`src/rtl/sap_pkg.sv`:
```
`default_nettype none
// ============================================================================
// Module   : sap_pkg
// Brief    : SAP-1 opcodes, one-hot T-state encodings and control-word bit
//            indices shared by the control unit, IR and datapath.
// Revision : 1.0
// ============================================================================
package sap_pkg;

  localparam logic [3:0] OP_LDA = 4'h0;
  localparam logic [3:0] OP_ADD = 4'h1;
  localparam logic [3:0] OP_SUB = 4'h2;
  localparam logic [3:0] OP_OUT = 4'hE;
  localparam logic [3:0] OP_HLT = 4'hF;

  localparam int unsigned T_WIDTH = 6;
  localparam logic [5:0] T1 = 6'b000001;
  localparam logic [5:0] T2 = 6'b000010;
  localparam logic [5:0] T3 = 6'b000100;
  localparam logic [5:0] T4 = 6'b001000;
  localparam logic [5:0] T5 = 6'b010000;
  localparam logic [5:0] T6 = 6'b100000;

  localparam int unsigned CW_CP    = 0;
  localparam int unsigned CW_EP    = 1;
  localparam int unsigned CW_LM    = 2;
  localparam int unsigned CW_CE    = 3;
  localparam int unsigned CW_LI    = 4;
  localparam int unsigned CW_EI    = 5;
  localparam int unsigned CW_LA    = 6;
  localparam int unsigned CW_EA    = 7;
  localparam int unsigned CW_SU    = 8;
  localparam int unsigned CW_EU    = 9;
  localparam int unsigned CW_LB    = 10;
  localparam int unsigned CW_LO    = 11;
  localparam int unsigned CW_WIDTH = 12;

  // Opcodes with a defined execute phase; everything else runs as a NOP.
  function automatic logic is_defined_op(input logic [3:0] op);
    return (op == OP_LDA) || (op == OP_ADD) || (op == OP_SUB) ||
           (op == OP_OUT) || (op == OP_HLT);
  endfunction

endpackage : sap_pkg
`default_nettype wire

```
`src/rtl/sap_ring_counter.sv`:
```
`default_nettype none
// ============================================================================
// Module   : sap_ring_counter
// Brief    : One-hot T1..T6 ring with sync reset, sticky halt and early wrap.
// Revision : 1.0
// ============================================================================
module sap_ring_counter
  import sap_pkg::*;
(
  input  logic                 clk,
  input  logic                 rst,
  input  logic                 i_halt,
  input  logic                 i_wrap,
  output logic [T_WIDTH-1:0]   o_tstate,
  output logic                 o_halted
);

  logic [T_WIDTH-1:0] ring_q, ring_d;
  logic               halted_q, halted_d;

  // Once halted the ring is frozen; only reset restarts it.
  always_comb begin
    ring_d   = ring_q;
    halted_d = halted_q;
    if (!halted_q) begin
      if (i_halt) begin
        halted_d = 1'b1;
      end else if (i_wrap || ring_q[T_WIDTH-1]) begin
        ring_d = T1;
      end else begin
        ring_d = {ring_q[T_WIDTH-2:0], 1'b0};
      end
    end
  end

  always_ff @(posedge clk) begin
    if (rst) begin
      ring_q   <= T1;
      halted_q <= 1'b0;
    end else begin
      ring_q   <= ring_d;
      halted_q <= halted_d;
    end
  end

  assign o_tstate = halted_q ? '0 : ring_q;
  assign o_halted = halted_q;

endmodule : sap_ring_counter
`default_nettype wire

```
`src/rtl/sap_controller_sequencer.sv`:
```
`default_nettype none
// ============================================================================
// Module   : sap_controller_sequencer
// Brief    : SAP-1 control unit: T-state ring plus opcode decoder driving the
//            control word. Optional SAP_CTRL_SKIP_NOP_EN shortens the machine
//            cycle of LDA, OUT and undefined opcodes.
// Revision : 1.0
// ============================================================================
module sap_controller_sequencer
  import sap_pkg::*;
#(
  parameter int unsigned OPCODE_WIDTH = 4
) (
  input  logic                    i_clock,
  input  logic                    i_reset,
  input  logic [OPCODE_WIDTH-1:0] i_opcode,
  output logic [5:0]              o_tstate,
  output logic                    o_pc_increment,
  output logic                    o_pc_enable_out,
  output logic                    o_mar_enable_in,
  output logic                    o_ram_enable_out,
  output logic                    o_ir_enable_in,
  output logic                    o_ir_enable_out,
  output logic                    o_a_enable_in,
  output logic                    o_a_enable_out,
  output logic                    o_alu_subtract,
  output logic                    o_alu_enable_out,
  output logic                    o_b_enable_in,
  output logic                    o_out_enable_in,
  output logic                    o_halt
);

  logic [T_WIDTH-1:0]  w_tstate;
  logic                w_halted;
  logic                w_halt_req;
  logic                w_wrap;
  logic [CW_WIDTH-1:0] w_cw;

  sap_ring_counter u_ring (
    .clk      (i_clock),
    .rst      (i_reset),
    .i_halt   (w_halt_req),
    .i_wrap   (w_wrap),
    .o_tstate (w_tstate),
    .o_halted (w_halted)
  );

  // w_tstate is zero while halted, so no state branch fires then.
  always_comb begin
    w_cw       = '0;
    w_halt_req = 1'b0;
    w_wrap     = 1'b0;

    if (w_tstate[0]) begin
      w_cw[CW_EP] = 1'b1;
      w_cw[CW_LM] = 1'b1;
    end

    if (w_tstate[1]) begin
      w_cw[CW_CP] = 1'b1;
    end

    if (w_tstate[2]) begin
      w_cw[CW_CE] = 1'b1;
      w_cw[CW_LI] = 1'b1;
`ifdef SAP_CTRL_SKIP_NOP_EN
      if (!is_defined_op(4'(i_opcode))) w_wrap = 1'b1;
`endif
    end

    if (w_tstate[3]) begin
      case (4'(i_opcode))
        OP_LDA, OP_ADD, OP_SUB: begin
          w_cw[CW_EI] = 1'b1;
          w_cw[CW_LM] = 1'b1;
        end
        OP_OUT: begin
          w_cw[CW_EA] = 1'b1;
          w_cw[CW_LO] = 1'b1;
`ifdef SAP_CTRL_SKIP_NOP_EN
          w_wrap      = 1'b1;
`endif
        end
        OP_HLT:  w_halt_req = 1'b1;
        default: ;
      endcase
    end

    if (w_tstate[4]) begin
      case (4'(i_opcode))
        OP_LDA: begin
          w_cw[CW_CE] = 1'b1;
          w_cw[CW_LA] = 1'b1;
`ifdef SAP_CTRL_SKIP_NOP_EN
          w_wrap      = 1'b1;
`endif
        end
        OP_ADD, OP_SUB: begin
          w_cw[CW_CE] = 1'b1;
          w_cw[CW_LB] = 1'b1;
        end
        default: ;
      endcase
    end

    if (w_tstate[5]) begin
      case (4'(i_opcode))
        OP_ADD: begin
          w_cw[CW_EU] = 1'b1;
          w_cw[CW_LA] = 1'b1;
        end
        OP_SUB: begin
          w_cw[CW_SU] = 1'b1;
          w_cw[CW_EU] = 1'b1;
          w_cw[CW_LA] = 1'b1;
        end
        default: ;
      endcase
    end
  end

  assign o_tstate         = w_tstate;
  assign o_pc_increment   = w_cw[CW_CP];
  assign o_pc_enable_out  = w_cw[CW_EP];
  assign o_mar_enable_in  = w_cw[CW_LM];
  assign o_ram_enable_out = w_cw[CW_CE];
  assign o_ir_enable_in   = w_cw[CW_LI];
  assign o_ir_enable_out  = w_cw[CW_EI];
  assign o_a_enable_in    = w_cw[CW_LA];
  assign o_a_enable_out   = w_cw[CW_EA];
  assign o_alu_subtract   = w_cw[CW_SU];
  assign o_alu_enable_out = w_cw[CW_EU];
  assign o_b_enable_in    = w_cw[CW_LB];
  assign o_out_enable_in  = w_cw[CW_LO];
  assign o_halt           = w_halted | w_halt_req;

endmodule : sap_controller_sequencer
`default_nettype wire
```
`config.mk`:
```
export PLATFORM = sky130hd
export DESIGN_NAME = sap_controller_sequencer
export DESIGN_NICKNAME = d
export VERILOG_FILES = /design/src/rtl/sap_pkg.sv /design/src/rtl/sap_ring_counter.sv /design/src/rtl/sap_controller_sequencer.sv
export SDC_FILE = /design/constraint.sdc
export NUM_CORES = 1
export LEC_CHECK = 0
export ABC_AREA = 1
export ABC_CLOCK_PERIOD_IN_PS = 1600
export CAP_MARGIN = 0
export CORE_AREA = 4 4 41 43
export CTS_BUF_LIST = sky130_fd_sc_hd__clkbuf_8 sky130_fd_sc_hd__clkbuf_16
export DETAILED_ROUTE_END_ITERATION = 12
export DIE_AREA = 0 0 45 47
export PLACE_DENSITY = 0.74
export SETUP_SLACK_MARGIN = 0.02
export SLEW_MARGIN = 5
export SYNTH_ARGS = -nofsm -noshare
export SYNTH_HDL_FRONTEND = slang
export SYNTH_HIERARCHICAL = 1
export SYNTH_SLANG_ARGS = --single-unit
```
`constraint.sdc`:
```
create_clock -name i_clock -period 1.6 [get_ports i_clock]
set_input_delay 0.16 -clock i_clock [delete_from_list [all_inputs] [get_ports i_clock]]
set_output_delay 0.16 -clock i_clock [all_outputs]
set_load 0.02 [all_outputs]
```
==> reports/metrics.sh <==
HPWL_UM=1010
CLOCK_TREE.HTREE_LEVEL_COUNT=1
FF2FF_PATH_DEPTH=10
VIA_DENSITY_PER_INSTANCE=4.30
GRT_MAX_DEGREE=7
REPORT.FINAL.SETUP_VIOL=0
MAXCLOCKFREQUENCY_GHz=0.676
HOLD_PATH_CLASS='register to register'
POSTPLACECELLAREA_UM2=767
VIAS=546
POST-PLACE-CELLS=123
DESIGN.FINAL.NETS=119
SYNTH_TOP_CELLS_BY_AREA='sky130_fd_sc_hd__dfxtp_1 29%, sky130_fd_sc_hd__nand2_1 21%, sky130_fd_sc_hd__inv_1 11%'
SYNTH_AREA_LEADER_CELL='sky130_fd_sc_hd__dfxtp_1'
SYNTHESIS_WARNINGS=6
REGTOREGSETUPSLACK_PS=230
WORST-SETUP-PATH-TYPE='register to output port'
RUN_STATUS='finished, final reports clean'
CLK_TRANSITION_REPORTED_PATHS_PS=40
SYNTH.NET_COUNT=86
CRITPATHARRIVALTIME_PS=1320
SYNTH.CELL_AREA_UM2=478
VIAS_IN_THE_FIRST_GLOBAL_ROUTE=504
NUMBER_OF_CTS_INSERTED_BUFFERS=3
HOLD_PATH_STARTPOINT='u_ring/ring_q[4]'
CP-START-KIND='register'
TIMING.CRITICAL_PATH.FANOUT_MAX=4
DESIGN_AREA_UM2=763
AVGSYNTHCELLAREA_UM2=5.97
CP.REQUIRED_PS=1440
CORE_AREA_UM2=1300
IO_PINS=25
DIE_WIDTH_UM=45
CPLARGESTDELAYFAMILY='buffers and inverters'
DRTANTENNAVIOLNETS=0
FINAL_HOLD_VIOLATION_COUNT=0
GLOBALROUTE.TOTALOVERFLOW=0
SEQ_AREA_FRAC_SYNTH_PCT=29.3
DETAIL_ROUTE.ITER0.VIOLATIONS=13
STD_CELL_ROWS=13
FIN_CELLS=127
WORST_R2R_STARTPOINT='u_ring/o_halted'
CRITPATHCAPTURETYPE='output port'
CLOCK_TREE_FROM_TRITONCTS='done'
LAYOUT_MIN_CYCLE_TIME_PS=1480
CP_NUM_BUF_INV=5
ANTENNA_VIOLATIONS_BEFORE_REPAIR=0
AREA_SHARE_OF_THE_LEADING_CELL_TYPE_IN_THE_SYNTHESIZED_NETLIST_PCT=29.3
SYN_INST=80
GRT_USAGE_PCT=13.1
HOLD_PATH_CELL_CNT=2
CHIPHEIGHT_UM=47
IR_WORST_VDD_uV=480
PORT-BUFFER-COUNT=24
LAYOUT_COMMON_CELLS='27 x sky130_fd_sc_hd__nand2_1, 15 x sky130_fd_sc_hd__inv_1, 12 x sky130_fd_sc_hd__nor2_1'
PLACE.GP.CONGESTION=0.808
CLOCK_TREE_ROOT_BUFFER_CELL='sky130_fd_sc_hd__clkbuf_8'
LAYOUT-DRIVE-GT1-SHARE_PCT=25.9
HOLD_BUFFERS=0
MAX-CAP-VIOLATIONS=0
POST-CTS-SETUP-BUFFER-COUNT=0
CP_SLOWEST_STAGE_DELAY_PS=340
TIMING_MAX_TRANSITION_VIOLATIONS_FINAL=0
INSERTION_DELAY_PS=230
SKEW_PS=2.81
YOSYS_REGISTER_BITS=7
ROUTEDWLPERCELL_UM=9.65
CLOCK_TREE_BUF_DEPTH=2
CP_SLOWEST_CELL='sky130_fd_sc_hd__dfxtp_2'
ROUTED_WIRELENGTH_UM=1230
CLOCK-SINKS=7
LEAKAGE_uW=0.000448
NFILLCELLS=139
WORSTPATHCELLLIST='inv_1, buf_4, nand2_1, inv_1, buf_4, dlygate4sd2_1'
DIE_FOOTPRINT_UM2=2120
INITIAL_CORE_UTIL_PCT=36.7
FINAL_COMMON_CELL='sky130_fd_sc_hd__nand2_1'
R2R-END='u_ring/ring_q[3]'
SYNTH_CELL_TYPE_COUNT=14
TIMING.CRITICAL_PATH.DEPTH=6
FIN_CRIT_SH_PCT=92.5
RSZ_0062_RAISED_AFTER_GLOBAL_ROUTING='false'
TOTAL_DRC_ERRORS_IN_THE_ROUTED_LAYOUT=0
SYNTHTOLAYOUTAREAGROWTH_PCT=59.7
NUM_ANTENNA_CELLS=0
HOLD-PATH-ENDPOINT='u_ring/ring_q[4]'
DRTPASS1ITERATIONS=4
GRT_FIRST_PASS_WIRELENGTH_UM=1950
PWR_DENSITY_CELL_nW_PER_UM2=641
[cell families (layout without fill, tap and decap cells)]
logic type	Yosys count	count (layout)	share of synthesized area, %
other	1	1	0.785
DFF	7	7	29.3
AOI/OAI and AO/OA	3	3	4.71
buffers and inverters	19	51	18.1
and+or+nand+nor	50	50	47.1
[routing by layer]
metal	up-vias	share of wire [%]	global-route usage, %
li1	293	-	-
met1	224	40	14.0
met2	25	49	21.8
met3	4	8.4	2.68
met4	0	2.0	12.3
met5	-	0	0
[flip-flops by register name, indices dropped and copies added, names as in the netlist]
| name | count |
|---|---|
| u_ring/ring_q | 6 |
| u_ring/o_halted | 1 |
[metrics by stage]
step	hold slack, ps	setup WS [ps]	util (%)	power (µW)	setup TNS (ps)
6_report	453	120	58.7	489	0
3_5_place_dp	443	-181	58.9	260	-1570
4_1_cts	450	21.9	61.2	499	0
2_1_floorplan	242	70.0	-	222	0
3_3_place_gp	437	-172	58.9	259	-1480
5_1_grt	471	2.07	58.7	516	0
[worst max-delay path by stage]
stage                     start               to  slack (ps)
6_report        u_ring/o_halted  o_pc_enable_out         120
3_5_place_dp        i_opcode[3]    o_a_enable_in        -180
2_1_floorplan   u_ring/o_halted  o_out_enable_in          70
3_3_place_gp        i_opcode[3]    o_a_enable_in        -170
4_1_cts         u_ring/o_halted  o_mar_enable_in          20
5_1_grt        u_ring/ring_q[5]   o_alu_subtract           2
[cell usage after synthesis, drive strengths merged]
master / instances
nand3: 2
nor2: 17
dfxtp: 7
o21bai: 3
nand3b: 1
conb: 1
buf: 4
nand2: 29
nor3: 1
inv: 15
[report_power, final]
group / internal, µW / switching, µW
Combinational: 30.8 / 38.7
Sequential: 179 / 2.07
Clock: 165 / 73.1
[final cells by class]
class	count	area (µm²)	area share, %
multi-input combinational	54	254	33.3
timing repair buffer	32	248	32.5
clock buffer	3	41.3	5.41
inverter	15	56.3	7.38
sequential	7	141	18.5
tap	15	18.8	2.46
clock inverter	1	3.75	0.492
[worst register-to-register path, delay by kind of cell (launching register included)]
family                 cells  cell delay, ps
DFF                        1             330
buffers and inverters      3             330
and+or+nand+nor            7             670
[what timing repair did]
item | in CTS | in global routing
gates resized for setup | 25 | 16
endpoints found under the setup margin | 19 | 11
pin swaps | 0 | 0
Power figures use the tool's default switching activity.
